### src/rtl/branch_resolve_pkg.sv
// Shared CPU definitions for the branch-resolution block.
// Latency: n/a (types and constants only).
// Backpressure: n/a.
package branch_resolve_pkg;

    localparam int DEFAULT_DEPTH        = 4;
    localparam int DEFAULT_FLUSH_CYCLES = 2;

    typedef enum logic {
        ST_RUN   = 1'b0,
        ST_FLUSH = 1'b1
    } state_t;

    // One fetched instruction's prediction record.
    typedef struct packed {
        logic [31:0] pc;
        logic [31:0] pre_pc;
    } pred_rec_t;

endpackage

### src/rtl/pred_fifo.sv
// In-order queue of in-flight prediction records with single-cycle clear.
// Latency: push visible at head the cycle after write; head is a combinational read.
// Backpressure: none internally; the caller must not push when full or pop when empty.
// Ports: push/push_rec write, pop advances head, clear empties (wins over push/pop),
//        head_rec is the oldest record, occupancy counts 0..DEPTH.
module pred_fifo
    import branch_resolve_pkg::*;
#(
    parameter int DEPTH = DEFAULT_DEPTH
) (
    input  logic                     clk,
    input  logic                     rst_n,
    input  logic                     push,
    input  pred_rec_t                push_rec,
    input  logic                     pop,
    input  logic                     clear,
    output pred_rec_t                head_rec,
    output logic [$clog2(DEPTH):0]   occupancy
);

    localparam int AW = $clog2(DEPTH);

    pred_rec_t       mem [DEPTH];
    logic [AW-1:0]   wr_ptr;
    logic [AW-1:0]   rd_ptr;
    logic [AW:0]     count;

    // Pointers are exactly AW bits, so incrementing wraps modulo DEPTH.
    always_ff @(posedge clk or negedge rst_n) begin
        if (!rst_n) begin
            wr_ptr <= '0;
            rd_ptr <= '0;
            count  <= '0;
        end else if (clear) begin
            wr_ptr <= '0;
            rd_ptr <= '0;
            count  <= '0;
        end else begin
            if (push) wr_ptr <= wr_ptr + 1'b1;
            if (pop)  rd_ptr <= rd_ptr + 1'b1;
            case ({push, pop})
                2'b10:   count <= count + 1'b1;
                2'b01:   count <= count - 1'b1;
                default: ;
            endcase
        end
    end

    // Storage needs no reset: count gates every use of the contents.
    always_ff @(posedge clk) begin
        if (push && !clear) mem[wr_ptr] <= push_rec;
    end

    assign head_rec  = mem[rd_ptr];
    assign occupancy = count;

endmodule

### src/rtl/branch_resolve.sv
// Resolves predicted next-PCs against EX results; redirects and squashes on mispredict.
// Latency: redirect_valid/flush rise the cycle after the mispredicting resolve.
// Backpressure: push_ready low while full or during the flush window; dropped pushes have no effect.
// Ports: push_* record fetch predictions, res_* resolve the oldest, redirect_*/flush steer fetch,
//        occupancy/mispredict_cnt/underflow are status.
module branch_resolve
    import branch_resolve_pkg::*;
#(
    parameter int DEPTH        = DEFAULT_DEPTH,
    parameter int FLUSH_CYCLES = DEFAULT_FLUSH_CYCLES
) (
    input  logic                     clk,
    input  logic                     rst_n,
    input  logic                     push_valid,
    input  logic [31:0]              push_pc,
    input  logic [31:0]              push_pre_pc,
    output logic                     push_ready,
    input  logic                     res_valid,
    input  logic [31:0]              res_next_pc,
    output logic                     redirect_valid,
    output logic [31:0]              redirect_pc,
    output logic                     flush,
    output logic [$clog2(DEPTH):0]   occupancy,
    output logic [15:0]              mispredict_cnt,
    output logic                     underflow
);

    localparam int            OW       = $clog2(DEPTH) + 1;
    localparam logic [OW-1:0] FULL_LVL = OW'(DEPTH);
    localparam int            FW       = (FLUSH_CYCLES > 1) ? $clog2(FLUSH_CYCLES) : 1;

    state_t          state;
    state_t          state_nxt;
    logic [FW-1:0]   flush_left;   // flush cycles still to come after the current one
    logic [15:0]     cnt_q;
    pred_rec_t       head_rec;
    pred_rec_t       push_rec;
    logic            in_run;
    logic            empty;
    logic            resolve;
    logic            mispredict;
    logic            pop;
    logic            accept;
    logic            unused_head_pc;

    assign in_run     = (state == ST_RUN);
    assign empty      = (occupancy == '0);
    // Ready uses pre-pop occupancy: a full queue refuses a push even while popping.
    assign push_ready = in_run && (occupancy < FULL_LVL);

    assign resolve    = in_run && res_valid && !empty;
    assign mispredict = resolve && (head_rec.pre_pc != res_next_pc);
    assign pop        = resolve && (head_rec.pre_pc == res_next_pc);
    // A push coinciding with a mispredict is on the wrong path and is discarded.
    assign accept     = push_valid && push_ready && !mispredict;

    assign push_rec.pc     = push_pc;
    assign push_rec.pre_pc = push_pre_pc;

    // The PC travels with the record for debug visibility only.
    assign unused_head_pc = ^head_rec.pc;

    pred_fifo #(.DEPTH(DEPTH)) u_fifo (
        .clk       (clk),
        .rst_n     (rst_n),
        .push      (accept),
        .push_rec  (push_rec),
        .pop       (pop),
        .clear     (mispredict),
        .head_rec  (head_rec),
        .occupancy (occupancy)
    );

    always_ff @(posedge clk or negedge rst_n) begin
        if (!rst_n) state <= ST_RUN;
        else        state <= state_nxt;
    end

    always_comb begin
        state_nxt = state;
        case (state)
            ST_RUN:   if (mispredict)        state_nxt = ST_FLUSH;
            ST_FLUSH: if (flush_left == '0)  state_nxt = ST_RUN;
            default:                         state_nxt = ST_RUN;
        endcase
    end

    always_ff @(posedge clk or negedge rst_n) begin
        if (!rst_n) begin
            flush_left <= '0;
        end else if (mispredict) begin
            flush_left <= FW'(FLUSH_CYCLES - 1);
        end else if (!in_run && flush_left != '0) begin
            flush_left <= flush_left - 1'b1;
        end
    end

    // redirect_pc only changes on a mispredict, so it holds between redirects.
    always_ff @(posedge clk or negedge rst_n) begin
        if (!rst_n) begin
            redirect_valid <= 1'b0;
            redirect_pc    <= 32'h0;
        end else begin
            redirect_valid <= mispredict;
            if (mispredict) redirect_pc <= res_next_pc;
        end
    end

    always_ff @(posedge clk or negedge rst_n) begin
        if (!rst_n) begin
            cnt_q <= 16'h0;
        end else if (mispredict && cnt_q != 16'hFFFF) begin
            cnt_q <= cnt_q + 16'd1;
        end
    end

    always_ff @(posedge clk or negedge rst_n) begin
        if (!rst_n) begin
            underflow <= 1'b0;
        end else if (in_run && res_valid && empty) begin
            underflow <= 1'b1;
        end
    end

    assign flush          = (state == ST_FLUSH);
    assign mispredict_cnt = cnt_q;

endmodule

### config.mk
export PLATFORM = sky130hd
export DESIGN_NAME = branch_resolve
export DESIGN_NICKNAME = d
export VERILOG_FILES = /design/src/rtl/branch_resolve_pkg.sv /design/src/rtl/pred_fifo.sv /design/src/rtl/branch_resolve.sv
export SDC_FILE = /design/constraint.sdc
export NUM_CORES = 1
export LEC_CHECK = 0
export BUFFER_PORTS_ARGS = -buffer_cell sky130_fd_sc_hd__buf_2
export CORE_MARGIN = 2
export CORE_UTILIZATION = 59
export DETAILED_ROUTE_END_ITERATION = 6
export GPL_TIMING_DRIVEN = 0
export PLACE_DENSITY = 0.83
export SKIP_CTS_REPAIR_TIMING = 1
export SLEW_MARGIN = 20
export SYNTH_ARGS = -nofsm -noshare
export SYNTH_HDL_FRONTEND = slang
export SYNTH_SLANG_ARGS = --single-unit
### constraint.sdc
create_clock -name clk -period 6.6 [get_ports clk]
set_clock_uncertainty 0.1 [all_clocks]
set_input_delay 0.33 -clock clk [delete_from_list [all_inputs] [get_ports clk]]
set_output_delay 0.33 -clock clk [all_outputs]
set_load 0.005 [all_outputs]
==> After elaboration in Yosys (flattened, before gate mapping) <==
Memories as Yosys holds them, arrays and structs flattened.
Index checks and enable logic that the tools add are counted.
{ "totals": {"in_bits": 100, "reg_bits": 59, "ram_bits": 256, "memories": 1} }
{ "op_classes": {"n_addsub": 6, "reduce_logical": 18, "n_bitwise": 1, "n_eq_ne": 5, "muxes": 13, "n_lt_le_gt_ge": 1} }
{ "memory_table": {"columns": ["memory", "words", "width", "read_ports", "rd_ports_with_merged_regs", "write_ports", "line_no", "rtl"], "rows": [
  ["u_fifo.mem", 4, 64, 1, 0, 1, "pred_fifo.sv:23", "pred_rec_t mem [DEPTH];"]
]} }
{ "ops": {"columns": ["operator", "count"], "rows": [
  ["== test 32 bit", 1],
  ["inequality test 32 bit", 1],
  ["adder 16 x 1 -> 16 bit, second input constant", 1],
  ["inequality test 16 bit, second input constant", 1],
  ["logical AND 1 bit", 11],
  ["two-way mux 2 bit", 4],
  ["two-way mux 1 bit", 6],
  ["case mux 3 bit (2 select lines)", 1],
  ["nonzero test 2 bit", 3],
  ["adder 2 x 1 -> 2 bit, second input constant", 2],
  ["adder 3 x 1 -> 3 bit, second input constant", 1],
  ["zero test 3 bit", 1],
  ["< comparator 3 bit, second input constant", 1],
  ["two-way mux 3 bit", 1],
  ["nonzero test 3 bit", 1],
  ["subtractor 3 x 1 -> 3 bit, second input constant", 1],
  ["== test 2 x 1 -> 1 bit, second input constant", 1],
  ["== test 2 bit, second input constant", 1],
  ["zero test 1 bit", 2],
  ["case mux 1 bit (2 select lines)", 1],
  ["inverter 1 bit", 1],
  ["subtractor 1 bit, second input constant", 1]
]} }

==> Depth between registers and ports, before layout <==
Gate-level depths: netlist (run 1).
{ "depth": {"ltp_word": 9, "ltp_mapped": 13} }

==> Cells and area by module <==
From an unflattened synthesis (run 1), not the netlist that was laid out.
{ "hier_totals": {"cells_unflattened": 575, "hier_area_um2": 12157.9} }
{ "by_module_without_submodules": {"columns": ["mod", "area_each_um2", "cells_per_inst", "n_inst", "seq_area_each_um2"], "rows": [
  ["pred_fifo", 9656.8, 375, 1, 7862.5],
  ["branch_resolve", 2501.1, 200, 1, 1301.2]
]} }

==> Least setup slack after synthesis (run 1) <==
OpenSTA, ideal clock, no wires.
{ "synth_timing": {"path_kind": "flip-flop to flip-flop", "start": "reg u_fifo.rd_ptr[1]", "end": "mem u_fifo.mem[0][0] (netlist bit) (enable)", "stages_incl_launch_ff": 10, "n_path_buf": 3, "setup_slack_ns": 3.035, "arrival_time_ns": 3.073, "cell_sequence": "dfrtp_1 -> clkbuf_1 -> clkbuf_1 -> mux4_2 -> xnor2_1 -> nand4_1 -> nor4_4 -> a21o_4 -> buf_4 -> and3_1"} }
{ "synth_between": {"elab_chain_cells": 8} }
{ "synth_lines": {"columns": ["item", "line_no", "rtl"], "rows": [
  ["start, declared", "pred_fifo.sv:25", "logic [AW-1:0] rd_ptr;"],
  ["start signal, assigned", "pred_fifo.sv:40", "if (pop) rd_ptr <= rd_ptr + 1'b1;"],
  ["memory (4 x 64 bit) *", null, null],
  ["inequality test 32 bit *", "branch_resolve.sv:52", "assign mispredict = resolve && (head_rec.pre_pc != res_next_pc);"],
  ["logical AND 1 bit *", "branch_resolve.sv:52", null],
  ["zero test 1 bit *", "pred_fifo.sv:51, branch_resolve.sv:55", null],
  ["logical AND 1 bit", "branch_resolve.sv:55", "assign accept = push_valid && push_ready && !mispredict;"],
  ["logical AND 1 bit *", "pred_fifo.sv:51", "if (push && !clear) mem[wr_ptr] <= push_rec;"],
  ["two-way mux 1 bit *", "pred_fifo.sv:51", null],
  ["two-way mux 1 bit (implied by the code) *", "pred_fifo.sv:51", null],
  ["end, declared", "pred_fifo.sv:23", null]
]} }
Every way passes the cells marked *; elsewhere a longest branch is shown, timed or not.

==> Worst setup path after layout (run 1) <==
{ "layout_timing": {"start": "reg u_fifo.rd_ptr[1]", "end": "mem u_fifo.mem[3][26] (netlist bit) (enable)"} }
Same word-level chain as after synthesis.

==> results of run 1 <==
==> worst max-delay path, stage by stage (launching register included) <==
cell      delay (ns)
dfrtp_1         0.33
clkbuf_1        0.35
clkbuf_1        0.56
mux4_2          0.44
xnor2_1         0.15
nand4_1         0.17
nor4_4          0.50
a21o_4          0.22
buf_4           0.22
and3_2          0.56
buf_16          0.23
==> flip-flops by register name (all words and copies together) (netlist names) <==
name              flops
u_fifo.rd_ptr         2
redirect_valid        1
redirect_pc          32
mispredict_cnt       16
flush_left            1
u_fifo.wr_ptr         2
flush                 1
underflow             1
u_fifo.occupancy      3
u_fifo.mem          128
==> per-stage QoR <==
stage	instance area, um2	total power, W
finish	9087	0.003319
detailed placement	8527	0.002407
global placement	8417	0.002329
floorplan	7591	0.002038
global route	9082	0.003474
CTS	9060	0.003329
==> area by class of cell <==
class                   count  share of cell area (%)
diodes                      3                 0.08261
plain buffers              18                   1.432
clock buffers              18                   4.833
clock inverters            14                   1.033
inverters                   4                  0.1652
multi-input cells         274                   23.45
flip-flops and latches    187                   58.54
well taps                 172                   2.368
repair buffers            128                   8.096
==> layout by cell type (no fill, tap or decap), types with 3 or more instances in the layout <==
cell,count
and3_1,10
and3_2,4
buf_16,3
buf_2,126
buf_6,7
clkbuf_1,4
clkbuf_16,17
clkinv_1,3
clkinv_2,3
dfrtp_1,59
diode_2,3
edfxtp_1,128
ha_1,6
inv_1,3
inv_6,5
mux4_2,32
nand2_1,112
nand3_1,12
nand4_1,13
nor2_1,8
o21ai_0,7
xnor2_1,43
xor2_1,6
==> power by group through the flow <==
stage | Clock, W | Combinational, W | Sequential [W]
floorplan | 0 | 0.000393 | 0.00165
global placement | 0 | 0.000683 | 0.00165
detailed placement | 0 | 0.000747 | 0.00166
CTS | 0.000936 | 0.000754 | 0.00164
global route | 0.000987 | 0.000823 | 0.00166
finish | 0.000929 | 0.000751 | 0.00164
==> worst paths after layout <==
kind	startpoint	end	slack [ns]	depth (start not counted)
max	u_fifo.rd_ptr[1]	u_fifo.mem[3][26]	2.46	10
min	push_pre_pc[16]	u_fifo.mem[1][16]	0.006	1
max reg2reg	u_fifo.rd_ptr[1]	u_fifo.mem[3][26]	2.46	10
min reg2reg	underflow	underflow	0.36	1
max in group asynchronous	rst_n	redirect_pc[0]	5.46	2
min in group asynchronous	rst_n	mispredict_cnt[9]	0.43	2
==> logic make-up (layout without fill, tap and decap cells) <==
logic type,count (synthesis),count (layout),synth area share (%)
compound gates,13,13,1.170
xor+xnor,49,49,5.654
fa+ha+maj,6,6,0.9889
buf+inv,22,182,1.912
flops,187,187,70.08
mux,34,34,9.791
other cells,0,3,0
simple gates,172,172,10.40
==> layer usage <==
layer,up-vias,track usage [%],wire length [um]
li1,2067,-,-
met1,2341,31.87,6456
met2,220,43.68,8587
met3,40,7.879,1273
met4,2,10.84,457
met5,-,0,13
==> flow_results.org, run 1 <==
** Status
- The run finished with clean final reports.

** Route
- After detailed routing, the average wire length per cell comes to 20.52 um.
- After the first detailed-routing iteration, the DRC count stood at 411.
- Number of vias per cell after detailed routing :: 5.709
- Summed over all layers, the routed wires come to 16.79 mm.
- Router iterations before antenna repair :: 6
- For this block, the via count after detailed routing is 4670.
- Remaining DRCs :: 0
- The detail route stage leaves a number of antenna-violating nets equal to 0.

** Yosys
- For this run, the number of Yosys warnings is 0.
- Count leader, synth :: edfxtp_1
- The number of different library cells used by synthesis comes to 34.
- Cell types with the largest area share after synthesis :: edfxtp_1 (51%), dfrtp_1 (19%), mux4_2 (9.5%)
- After synthesis, flip-flops and latches occupy 70.08% of the total area.
- Syn Area/Cell :: 15.72 um2
- The number of nets in the synthesized netlist is 589.
- Synthesized netlist cell count :: 483
- Flip-flop and latch count after synthesis :: 187
- Leading area contributor after synthesis :: edfxtp_1
- Counting flops with a built-in enable in the synthesized netlist gives 128.
- In this run the cell area of the synthesized design comes to 0.007591 mm2.
- For this run, asynchronously set or reset flops after synthesis account for 31.55%.
- Most common flop cell mapped by yosys :: edfxtp_1
- Of the post-synthesis cell area, the dominant cell type holds 50.63%.
- Leading cell types by count after synthesis :: edfxtp_1 (128), nand2_1 (112), dfrtp_1 (59), xnor2_1 (43), mux4_2 (32)

** Global routing
- Maximum number of pins on one net before global-route repair :: 60
- Number of global-route vias before repair :: 4906
- Summed over all layers, the global routing overflow is 0.
- The number of antenna violations at the first check in global routing was 3.
- Wire length of the first global-routing pass :: 26.57 mm
- Total Routing Usage GR :: 26.08%

** STA
- Hold is met by 0.005836 ns.
- Headroom to the max-slew limit came out at 47.66%.
- After routing, the total negative slack on setup checks comes to 0 ns.
- The final count of hold timing violations came to 0.
- At the pin with the least slew margin, the transition time is 0.7851 ns.
- Period minus WS final :: 4.141 ns
- The worst path meets setup with 2.459 ns of slack.
- The max-slew violation count is 0.
- Timing would allow up to 241.5 MHz.
- Unrepaired setup endpoints after global routing :: false
- Share of the clock period used by the worst path after layout :: 62.74%
- Finish-stage setup viols :: 0

** Clock network
- Clock latency at the later pin of the worst-skew pair :: 0.44 ns
- Htree depth :: 4
- Clock buffer count from CTS :: 17
- CTS saw 187 sinks.
- Max Buffers Root-to-Sink :: 2
- The tree is rooted in a clkbuf_16.
- Clock-pin slew was measured on the worst setup and hold paths at 0.07 ns.
- TritonCTS clock tree :: done

** Power
- Standby leakage power :: 3.656 nW
- The clock network is responsible for 28.0% of the overall power.
- Net switching power of the design :: 0.0009906 W
- Per report_power, the sequential group accounts for 49.4% of the total.
- Power density over the cells :: 365.2 mW/mm2
- The internal portion of the total power is 0.002328 W.
- Of the total power, the share spent switching nets is 29.85%.
- Share of total power in combinational logic :: 22.6%
- IR analysis of the VDD net gives a maximum drop of 0.0002252 V.

** Cells and area
- Excluding fillers, the count of instances in the completed layout stands at 818.
- Relative area change from synthesis to final layout :: 19.71%
- FF+latch area :: 0.005320 mm2
- Fill cells :: 781
- Once layout is complete, the utilization of the core stands at 72.30%.
- Fraction of layout instances using a drive strength above 1 :: 32.50%
- In the final layout, the multi-input gates occupy 0.002131 mm2.
- The final layout contains 736 nets.

** Placement
- The number of placed instances, taps included, is 781.
- Port Buffer Count :: 122
- Pre-CTS setup slack :: 2.427 ns
- The wire-length estimate of the detail-placed layout is 11.52 mm.
- At the end of routability-driven placement, the weighted congestion stood at 0.8843.

** Die
- Initial cell density of the core :: 60.40%
- The core region is 0.01257 mm2.
- Number of core rows :: 41
- Number of ports placed on the die boundary :: 155
- Width of the chip :: 117.4 um
- Area of the die :: 0.01379 mm2
- In this run the vertical extent of the chip is 117.4 um.

** Worst setup path
- STA puts the critical path data arrival time at 4.18 ns.
- CP Capture Type :: flip-flop
- Setup crit start kind :: flip-flop
- The critical path in this run is classified as flip-flop to flip-flop.
- Largest fanout on the critical path :: 17
- WP data required :: 6.64 ns

** Flow run
- Max cap viols :: 0

** Min path
- Worst min-delay path class :: primary input to flip-flop
Power figures use the tool's default switching activity.
==> inputs of run 2 (changes only) <==
ABC_AREA = 1   (was default)
CORE_UTILIZATION = 56   (was 59)
PLACE_DENSITY = 0.78   (was 0.83)
clock period = 3.82 ns   (was 6.6 ns; I/O delays follow)
==> flow_results.org, run 2 <==
** Clock network
- Htree depth :: 4 (unchanged)
- Sink Count :: 187 (unchanged)
- The buffer levels on the longest clock path was 2 (unchanged).
- Register clock-pin slew on the reported worst setup and hold paths :: 0.07 ns (about the same)
- Cell at the root of the clock tree :: clkbuf_16 (unchanged)
- The CTS tree is done (unchanged).
- The CTS buffer count was 17 (unchanged).
- The clock latency reported for the late side of the worst-skew pair was 0.44 ns (about the same).

** Route
- First DRT Iteration DRCs :: 519 (was 411)
- Detailed-route wire length per cell :: 16.88 um (was 20.52 um)
- The number of vias in the routed layout was 6810 (was 4670).
- Post-DRT Antenna Nets :: 0 (unchanged)
- The first-pass iteration count of the detailed router came to 7 (was 6).
- Aggregate routed wire length :: 21.46 mm (was 16.79 mm)
- Remaining DRCs :: 0 (unchanged)
- The via density per instance was 5.358 (was 5.709).

** Global routing
- Total Routing Usage GR :: 26.51% (was 26.08%)
- Maximum number of pins on one net before global-route repair :: 56 (was 60)
- The first-pass GRT wire length was 31.60 mm (was 26.57 mm).
- The routing usage on met3 came to 5.013% (was 7.879%).
- The most crowded layer after global routing was met2 (unchanged).
- Number of global-route vias before repair :: 5977 (was 4906)
- The fraction of met2 tracks used by global routing is 44.69% (was 43.68%).
- Final global-route overflow total :: 0 (unchanged)
- The number of antenna violations at the first check in global routing is 0 (was 3).
- The global-route met1 utilization is 34.49% (was 31.87%).

** Yosys
- Cell types with the largest area share after synthesis: edfxtp_1 (46%), dfrtp_1 (18%), nand2_1 (15%) (was edfxtp_1 (51%), dfrtp_1 (19%), mux4_2 (9.5%)).
- Mapped Area :: 0.008353 mm2 (was 0.007591 mm2)
- The share of synthesized registers carrying an async set or reset is 31.55% (unchanged).
- Count leader, synth :: nand2_1 (was edfxtp_1)
- Syn Area/Cell :: 9.634 um2 (was 15.72 um2)
- The area share of the leading cell type in the synthesized netlist is 46.02% (was 50.63%).
- Post-synth EDFFs :: 128 (unchanged)
- The net count after synthesis came to 973 (was 589).
- Leading cell types by count after synthesis :: nand2_1 (335), edfxtp_1 (128), nand3_1 (116), inv_1 (68), dfrtp_1 (59) (was edfxtp_1 (128), nand2_1 (112), dfrtp_1 (59), xnor2_1 (43), mux4_2 (32))
- Flip-flop and latch count after synthesis :: 187 (unchanged)
- Most common flop cell mapped by yosys :: edfxtp_1 (unchanged)
- Share of the yosys chip area belonging to registers :: 63.69% (was 70.08%)
- The cell accounting for the most synthesized area is edfxtp_1 (unchanged).
- The count of synthesis-stage warnings from yosys was 0 (unchanged).
- Yosys cell types :: 27 (was 34)
- The cell count after synthesis came to 867 (was 483).

** Worst setup path
- Setup slack of the worst register-to-register path :: 0.41 ns (was 2.46 ns)
- The worst reg-to-reg path cell count was 15 (was 10).
- The highest fanout seen on the critical path is 17 (unchanged).
- The reg-to-reg endpoint is u_fifo.mem[2][7] (was u_fifo.mem[3][26]).
- The class of the most critical setup path is flip-flop to flip-flop (unchanged).
- The critical path launch point type was a flip-flop (unchanged).
- The signal arrival time at the worst endpoint came to 3.45 ns (was 4.18 ns).
- R2R Path Start :: u_fifo.rd_ptr[0] (was u_fifo.rd_ptr[1])
- WP data required :: 3.86 ns (was 6.64 ns)
- The type of element capturing the critical path is a flip-flop (unchanged).

** STA
- Fin. Hold Viols :: 4 (was 0)
- Unrepaired setup endpoints after global routing :: false (unchanged)
- The final number of setup-violating endpoints came to 0 (unchanged).
- The max-slew violation count was 0 (unchanged).
- The peak clock frequency supported by timing is 292.8 MHz (was 241.5 MHz).
- The relative slew slack was 50.34% (was 47.66%).
- The final critical-path required period is 3.415 ns (was 4.141 ns).
- The share of the clock period used by the worst path came to 89.40% (was 62.74%).
- Worst slack on hold paths :: -0.03126 ns (was 0.005836 ns)
- The slew at the pin with the worst max-slew slack was 0.7409 ns (was 0.7851 ns).

** Status
- Status :: complete, but fails checks (was finished, final reports clean)
- The final reports fail on hold timing.

** Placement
- The half-perimeter wire length after placement was 13.98 mm (was 11.52 mm).
- Post-place instance area :: 0.009349 mm2 (was 0.008527 mm2)
- The number of I/O port buffers came to 122 (unchanged).
- The final estimated routing congestion in global placement was 0.8740 (was 0.8843).

** Power
- Power after layout :: 0.005944 W (was 0.003319 W)
- Maximum vdd ir drop :: 0.0003665 V (was 0.0002252 V)
- The total power divided by cell area is 563.3 mW/mm2 (was 365.2 mW/mm2).
- Standby leakage power :: 4.771 nW (was 3.656 nW)

** Cells and area
- Most frequent cells in the layout :: nand2_1 (335), buf_2 (136), edfxtp_1 (128) (was edfxtp_1 (128), buf_2 (126), nand2_1 (112))
- Number of nets in the layout :: 1180 (was 736)
- The number of antenna cells inserted is 0 (was 3).
- Most common cell after layout, fill and taps aside :: nand2_1 (was edfxtp_1)
- The fraction of final layout cells with drive strength greater than 1 was 18.58% (was 32.50%).
- The post-route standard cell area excluding fillers was 0.01055 mm2 (was 0.009087 mm2).
- Flip-flop count of the largest register after layout :: 128 (unchanged)
- Relative area change from synthesis to final layout :: 26.32% (was 19.71%)
- Biggest register :: u_fifo.mem (unchanged)
- Fin util :: 72.60% (was 72.30%)

** Min path
- The class of the most critical hold timing path is primary input to flip-flop (unchanged).
- The worst hold path endpoint was redirect_pc[29] (was u_fifo.mem[1][16]).
- Hold path cells :: 3 (was 1)
- Beginning of the worst hold path :: res_next_pc[29] (was push_pre_pc[16])

** Die
- Initial cell density of the core :: 57.47% (was 60.40%)
- The area of the core came to 0.01453 mm2 (was 0.01257 mm2).
- Number of core rows :: 44 (was 41)
- Die boundary height :: 126.1 um (was 117.4 um)
- Number of ports placed on the die boundary :: 155 (unchanged)
- Area of the die :: 0.01591 mm2 (was 0.01379 mm2)
- The x dimension of the die is 126.1 um (was 117.4 um).

** Flow run
- The number of max-capacitance violations reported is 0 (unchanged).
## run 2: cell count changes after synthesis, sizes merged, moves of 8 or more
cell,previous run,this run
nand2,112,336
nand3,12,116
inv,4,72
nor2,8,46
xnor2,43,6
o21ai,7,42
mux4,32,0
and3,14,0
buf,14,27
nand4,13,5
## run 2: how the worst max path moves through the flow
stage	to	from	cells past startpoint	slack, ns
5_1_grt	u_fifo.mem[2][6]	u_fifo.rd_ptr[0]	17	0.14
3_3_place_gp	u_fifo.mem[2][8]	u_fifo.rd_ptr[1]	16	-1.58
3_5_place_dp	u_fifo.mem[2][6]	u_fifo.rd_ptr[1]	17	0.11
4_1_cts	u_fifo.mem[2][7]	u_fifo.rd_ptr[0]	15	0.07
6_report	u_fifo.mem[2][7]	u_fifo.rd_ptr[0]	15	0.41
2_1_floorplan	u_fifo.mem[0][0]	u_fifo.rd_ptr[0]	16	0.08
## run 2: area by class of cell
class,instances,area (um2)
Clock inverter,12,125.1
Fill cell,1039,3983
Sequential cell,187,5320
Inverter,72,270.3
Buffer,29,202.7
Multi-Input combinational cell,579,2595
Clock buffer,20,446.7
Timing Repair Buffer,188,1361
Tap cell,184,230.2
## run 2: metrics by stage
| step | setup slack (ns) | cells | TNS (ns) |
|---|---|---|---|
| final | 0.4050 | 1271 | 0 |
| after global routing | 0.1416 | 1271 | 0 |
| after CTS | 0.07343 | 1210 | 0 |
| after detailed placement | 0.1071 | 1178 | 0 |
| after global placement | -1.575 | 1173 | -194.42 |
| after floorplan | 0.08271 | 867 | 0 |
## run 2: cell families after synthesis
kind of cell / share of synthesized area, %
buffers and inverters: 5.662
flip-flops: 63.69
AND/OR/NAND/NOR: 25.28
adder cells (fa/ha/maj): 0.8987
XOR/XNOR: 1.573
AO/OA/AOI/OAI: 2.891
## run 2: routing by layer
metal  vias up  wire length (um)
met5         -                 0
met4         0               485
met3        43              1458
met2       322             10870
met1      3179              8641
li1       3266                 -
## run 2: critical path, cell delays in order, from the launching register on
cell	delay (ns)
dfrtp_1	0.43
inv_2	0.09
buf_6	0.15
buf_2	0.25
nand2_1	0.08
nand3_1	0.11
nand3_1	0.12
a21oi_1	0.19
nand2_1	0.07
nor2_1	0.09
nand2_1	0.14
o21ai_2	0.26
buf_4	0.26
nand2_1	0.28
nor2_4	0.28
buf_16	0.20
## run 2: report_power, final
group / switching [W] / internal, W / total (W)
logic: 0.000876 / 0.000554 / 0.00143
clock network: 0.000747 / 0.000974 / 0.00172
registers: 0.000221 / 0.00257 / 0.00279
==> inputs of run 3 (changes only) <==
--- a/config.mk
+++ b/config.mk
@@ -13,3 +13,3 @@
 export GPL_TIMING_DRIVEN = 0
-export PLACE_DENSITY = 0.78
+export PLACE_DENSITY = 0.8
 export SKIP_CTS_REPAIR_TIMING = 1
==> constraint.sdc (replaced) <==
create_clock -name clk -period 3.82 [get_ports clk]
set_clock_uncertainty 0.1 [all_clocks]
set_input_delay 0.764 -clock clk [delete_from_list [all_inputs] [get_ports clk]]
set_output_delay 0.764 -clock clk [all_outputs]
set_load 0.005 [all_outputs]
==> flow_results.org, run 3 (synthesized netlist as in run 2, its figures left out) <==
** Cells and area
- The register area came to 0.005320 mm2 (unchanged).
- The count of placed standard cells in the final layout, fillers left out was 1214 (was 1271).
- The most flop-heavy register is u_fifo.mem (unchanged).
- Fraction of layout instances using a drive strength above 1 :: 19.63% (was 18.58%)
- The fill cell instance count of the final layout is 1082 (was 1039).
- Non-Filler Cell Area, Final :: 0.009970 mm2 (was 0.01055 mm2)
- Relative area change from synthesis to final layout :: 19.35% (was 26.32%)
- The flip-flop count of the largest register, all copies and words added is 128 (unchanged).
- The most common library cell in the layout ignoring fill and taps is nand2_1 (unchanged).
- The final net count was 1122 (was 1180).
- Most frequent cells in the layout: nand2_1 (335), buf_2 (136), edfxtp_1 (128) (unchanged).
- Footprint of the multi-input gates :: 0.002595 mm2 (unchanged)

** Placement
- Post-place instance area :: 0.009329 mm2 (was 0.009349 mm2)
- Final estimated routing congestion in global placement :: 0.8925 (was 0.8740)
- Pre-CTS setup slack :: 0.07862 ns (was 0.1071 ns)
- The number of I/O port buffers is 122 (unchanged).
- Dpl cells :: 1178 (unchanged)
- Placed wire-length estimate after detailed placement :: 13.73 mm (was 13.98 mm)

** STA
- The peak clock frequency supported by timing is 281.1 MHz (was 292.8 MHz).
- Unrepaired setup endpoints after global routing :: false (unchanged)
- Final max-slew violation count :: 0 (unchanged)
- The final count of hold timing violations was 0 (was 4).
- Share of the clock period used by the worst path after layout :: 93.13% (was 89.40%)
- PnR worst setup slack :: 0.2626 ns (was 0.4050 ns)
- Worst-margin pin slew :: 0.8058 ns (was 0.7409 ns)
- Period minus WS final :: 3.557 ns (was 3.415 ns)
- The relative slew slack came to 46.28% (was 50.34%).
- The hold slack is 0.3296 ns (was -0.03126 ns).
- The final number of setup-violating endpoints came to 0 (unchanged).

** Global routing
- The combined global-route utilization of all metal layers was 25.84% (was 26.51%).
- Number of global-route vias before repair :: 6030 (was 5977)
- The global-route met1 utilization came to 33.28% (was 34.49%).
- The pin count of the biggest net entering global routing was 60 (was 56).
- The routing usage on met3 came to 5.183% (was 5.013%).
- Initial antenna violation count :: 1 (was 0)
- Met2 layer usage reported by global route :: 42.69% (was 44.69%)
- Top Usage Layer GRT :: met2 (unchanged)
- The global route total overflow is 0 (unchanged).
- The first-pass GRT wire length is 30.86 mm (was 31.60 mm).

** Power
- P_int :: 0.004119 W (was 0.004101 W)
- Power density over the cells :: 594.4 mW/mm2 (was 563.3 mW/mm2)
- The clock share of power is 29.8% (was 29.0%).
- The power spent charging and discharging nets was 0.001807 W (was 0.001843 W).
- The largest voltage drop on the vdd net came to 0.0003588 V (was 0.0003665 V).
- The sequential cell fraction of total power came to 47.1% (was 47.0%).
- Switch share :: 30.49% (was 31.00%)
- Power after layout :: 0.005926 W (was 0.005944 W)
- Standby leakage power :: 4.550 nW (was 4.771 nW)
- The logic gate share of total power was 23.1% (was 24.0%).

** Die
- The x dimension of the die is 126.1 um (unchanged).
- The floorplan die area was 0.01591 mm2 (unchanged).
- The starting density of the core came to 57.47% (unchanged).
- Die boundary height :: 126.1 um (unchanged)
- The row count was 44 (unchanged).
- The count of pins on the block boundary is 155 (unchanged).
- The area of the core came to 0.01453 mm2 (unchanged).

** Route
- The via density per instance came to 5.454 (was 5.358).
- Post-DRT Antenna Nets :: 0 (unchanged)
- The number of vias in the routed layout is 6621 (was 6810).
- The first-pass iteration count of the detailed router came to 7 (unchanged).
- The wire length per cell was 16.71 um (was 16.88 um).
- Aggregate routed wire length :: 20.28 mm (was 21.46 mm)
- The remaining design rule violation count is 0 (unchanged).
- First DRT Iteration DRCs :: 569 (was 519)

** Worst setup path
- The required time reported for the critical path endpoint is 3.86 ns (about the same).
- CP Capture Type :: flip-flop (unchanged)
- The class of the most critical setup path is flip-flop to flip-flop (unchanged).
- Largest fanout on the critical path :: 22 (was 17)
- The signal arrival time at the worst endpoint was 3.59 ns (was 3.45 ns).
- The critical path launch point type is a flip-flop (unchanged).

** Min path
- The class of the most critical hold timing path is primary input to asynchronous set/reset pin (was primary input to flip-flop).

** Flow run
- The number of max-capacitance violations reported came to 0 (unchanged).

** Clock network
- Clock latency at the later pin of the worst-skew pair :: 0.44 ns (about the same)
- The library cell used as clock root buffer was clkbuf_16 (unchanged).
- The clock-pin slew of the registers on the worst-case setup and hold paths is 0.07 ns (about the same).
- Sink Count :: 187 (unchanged)
- The buffer levels on the longest clock path was 2 (unchanged).
- The level count of the clock H-tree came to 4 (unchanged).
- The CTS tree is done (unchanged).
- The CTS buffer count came to 17 (unchanged).

** Status
- Status: finished, final reports clean (was complete, but fails checks).
## run 3: cell types whose count changed in the layout (fill, tap and decap cells not counted), moves of 2 or more
| cell | previous run | this run |
|---|---|---|
| buf_16 | 3 | 1 |
| clkinv_4 | 0 | 2 |
| clkinvlp_4 | 6 | 1 |
| dlygate4sd3_1 | 57 | 0 |
| clkbuf_8 | 1 | 4 |
## run 3: layout make-up
cell class | count | share of cell area (%)
tap | 184 | 2.309
clock buffer | 22 | 4.857
multi-input combinational | 579 | 26.03
buffer | 29 | 2.033
inverter | 72 | 2.711
timing repair buffer | 130 | 7.530
antenna | 1 | 0.02510
clock inverter | 10 | 1.142
sequential | 187 | 53.36
## run 3: power groups by stage
stage	Sequential, W	Clock (W)	Combinational, W
3_3_place_gp	0.00283	0	0.00123
4_1_cts	0.00279	0.00177	0.00136
2_1_floorplan	0.00281	0	0.000704
6_report	0.00279	0.00177	0.00137
3_5_place_dp	0.00283	0	0.00135
5_1_grt	0.00283	0.00186	0.00153
## run 3: path summary, 6_finish.rpt
path / from / endpoint / slack, ns / depth (start not counted)
setup / recovery: u_fifo.rd_ptr[1] / u_fifo.mem[0][17] / 0.26 / 18
hold / removal: rst_n / redirect_pc[31] / 0.33 / 1
setup reg to reg: u_fifo.rd_ptr[1] / u_fifo.mem[0][17] / 0.26 / 18
hold reg to reg: underflow / underflow / 0.35 / 1
max in group asynchronous: rst_n / redirect_pc[20] / 2.77 / 1
min in group clk: underflow / underflow / 0.35 / 1
## run 3: metrics by stage
step | utilization [%] | TNS, ns
floorplan | - | 0
global route | 68.60 | 0
CTS | 68.30 | 0
finish | 68.60 | 0
detailed placement | 64.19 | 0
global placement | 63.26 | -196.90
## run 3: worst max-delay path: stages, from the launching register on
cell and delay (ns):
dfrtp_1 0.36, buf_2 0.17, inv_2 0.10, buf_2 0.28, nand3_1 0.17, nand2_1 0.10
nand2_1 0.05, nand2_1 0.05, nand2_1 0.10, inv_1 0.09, nand2_1 0.05, nor2_1 0.09
nand2_1 0.15, o21ai_2 0.27, buf_4 0.25, nand2_1 0.27, nor2_4 0.19, buf_12 0.21
buf_8 0.18
## run 3: routing by layer
layer  share of wire, %  routed length [um]  vias up
met1                 40                8020     3117
met5                  0                   0        -
met3                9.4                1915       35
li1                   -                   -     3145
met4                2.1                 432        0
met2                 49                9912      324
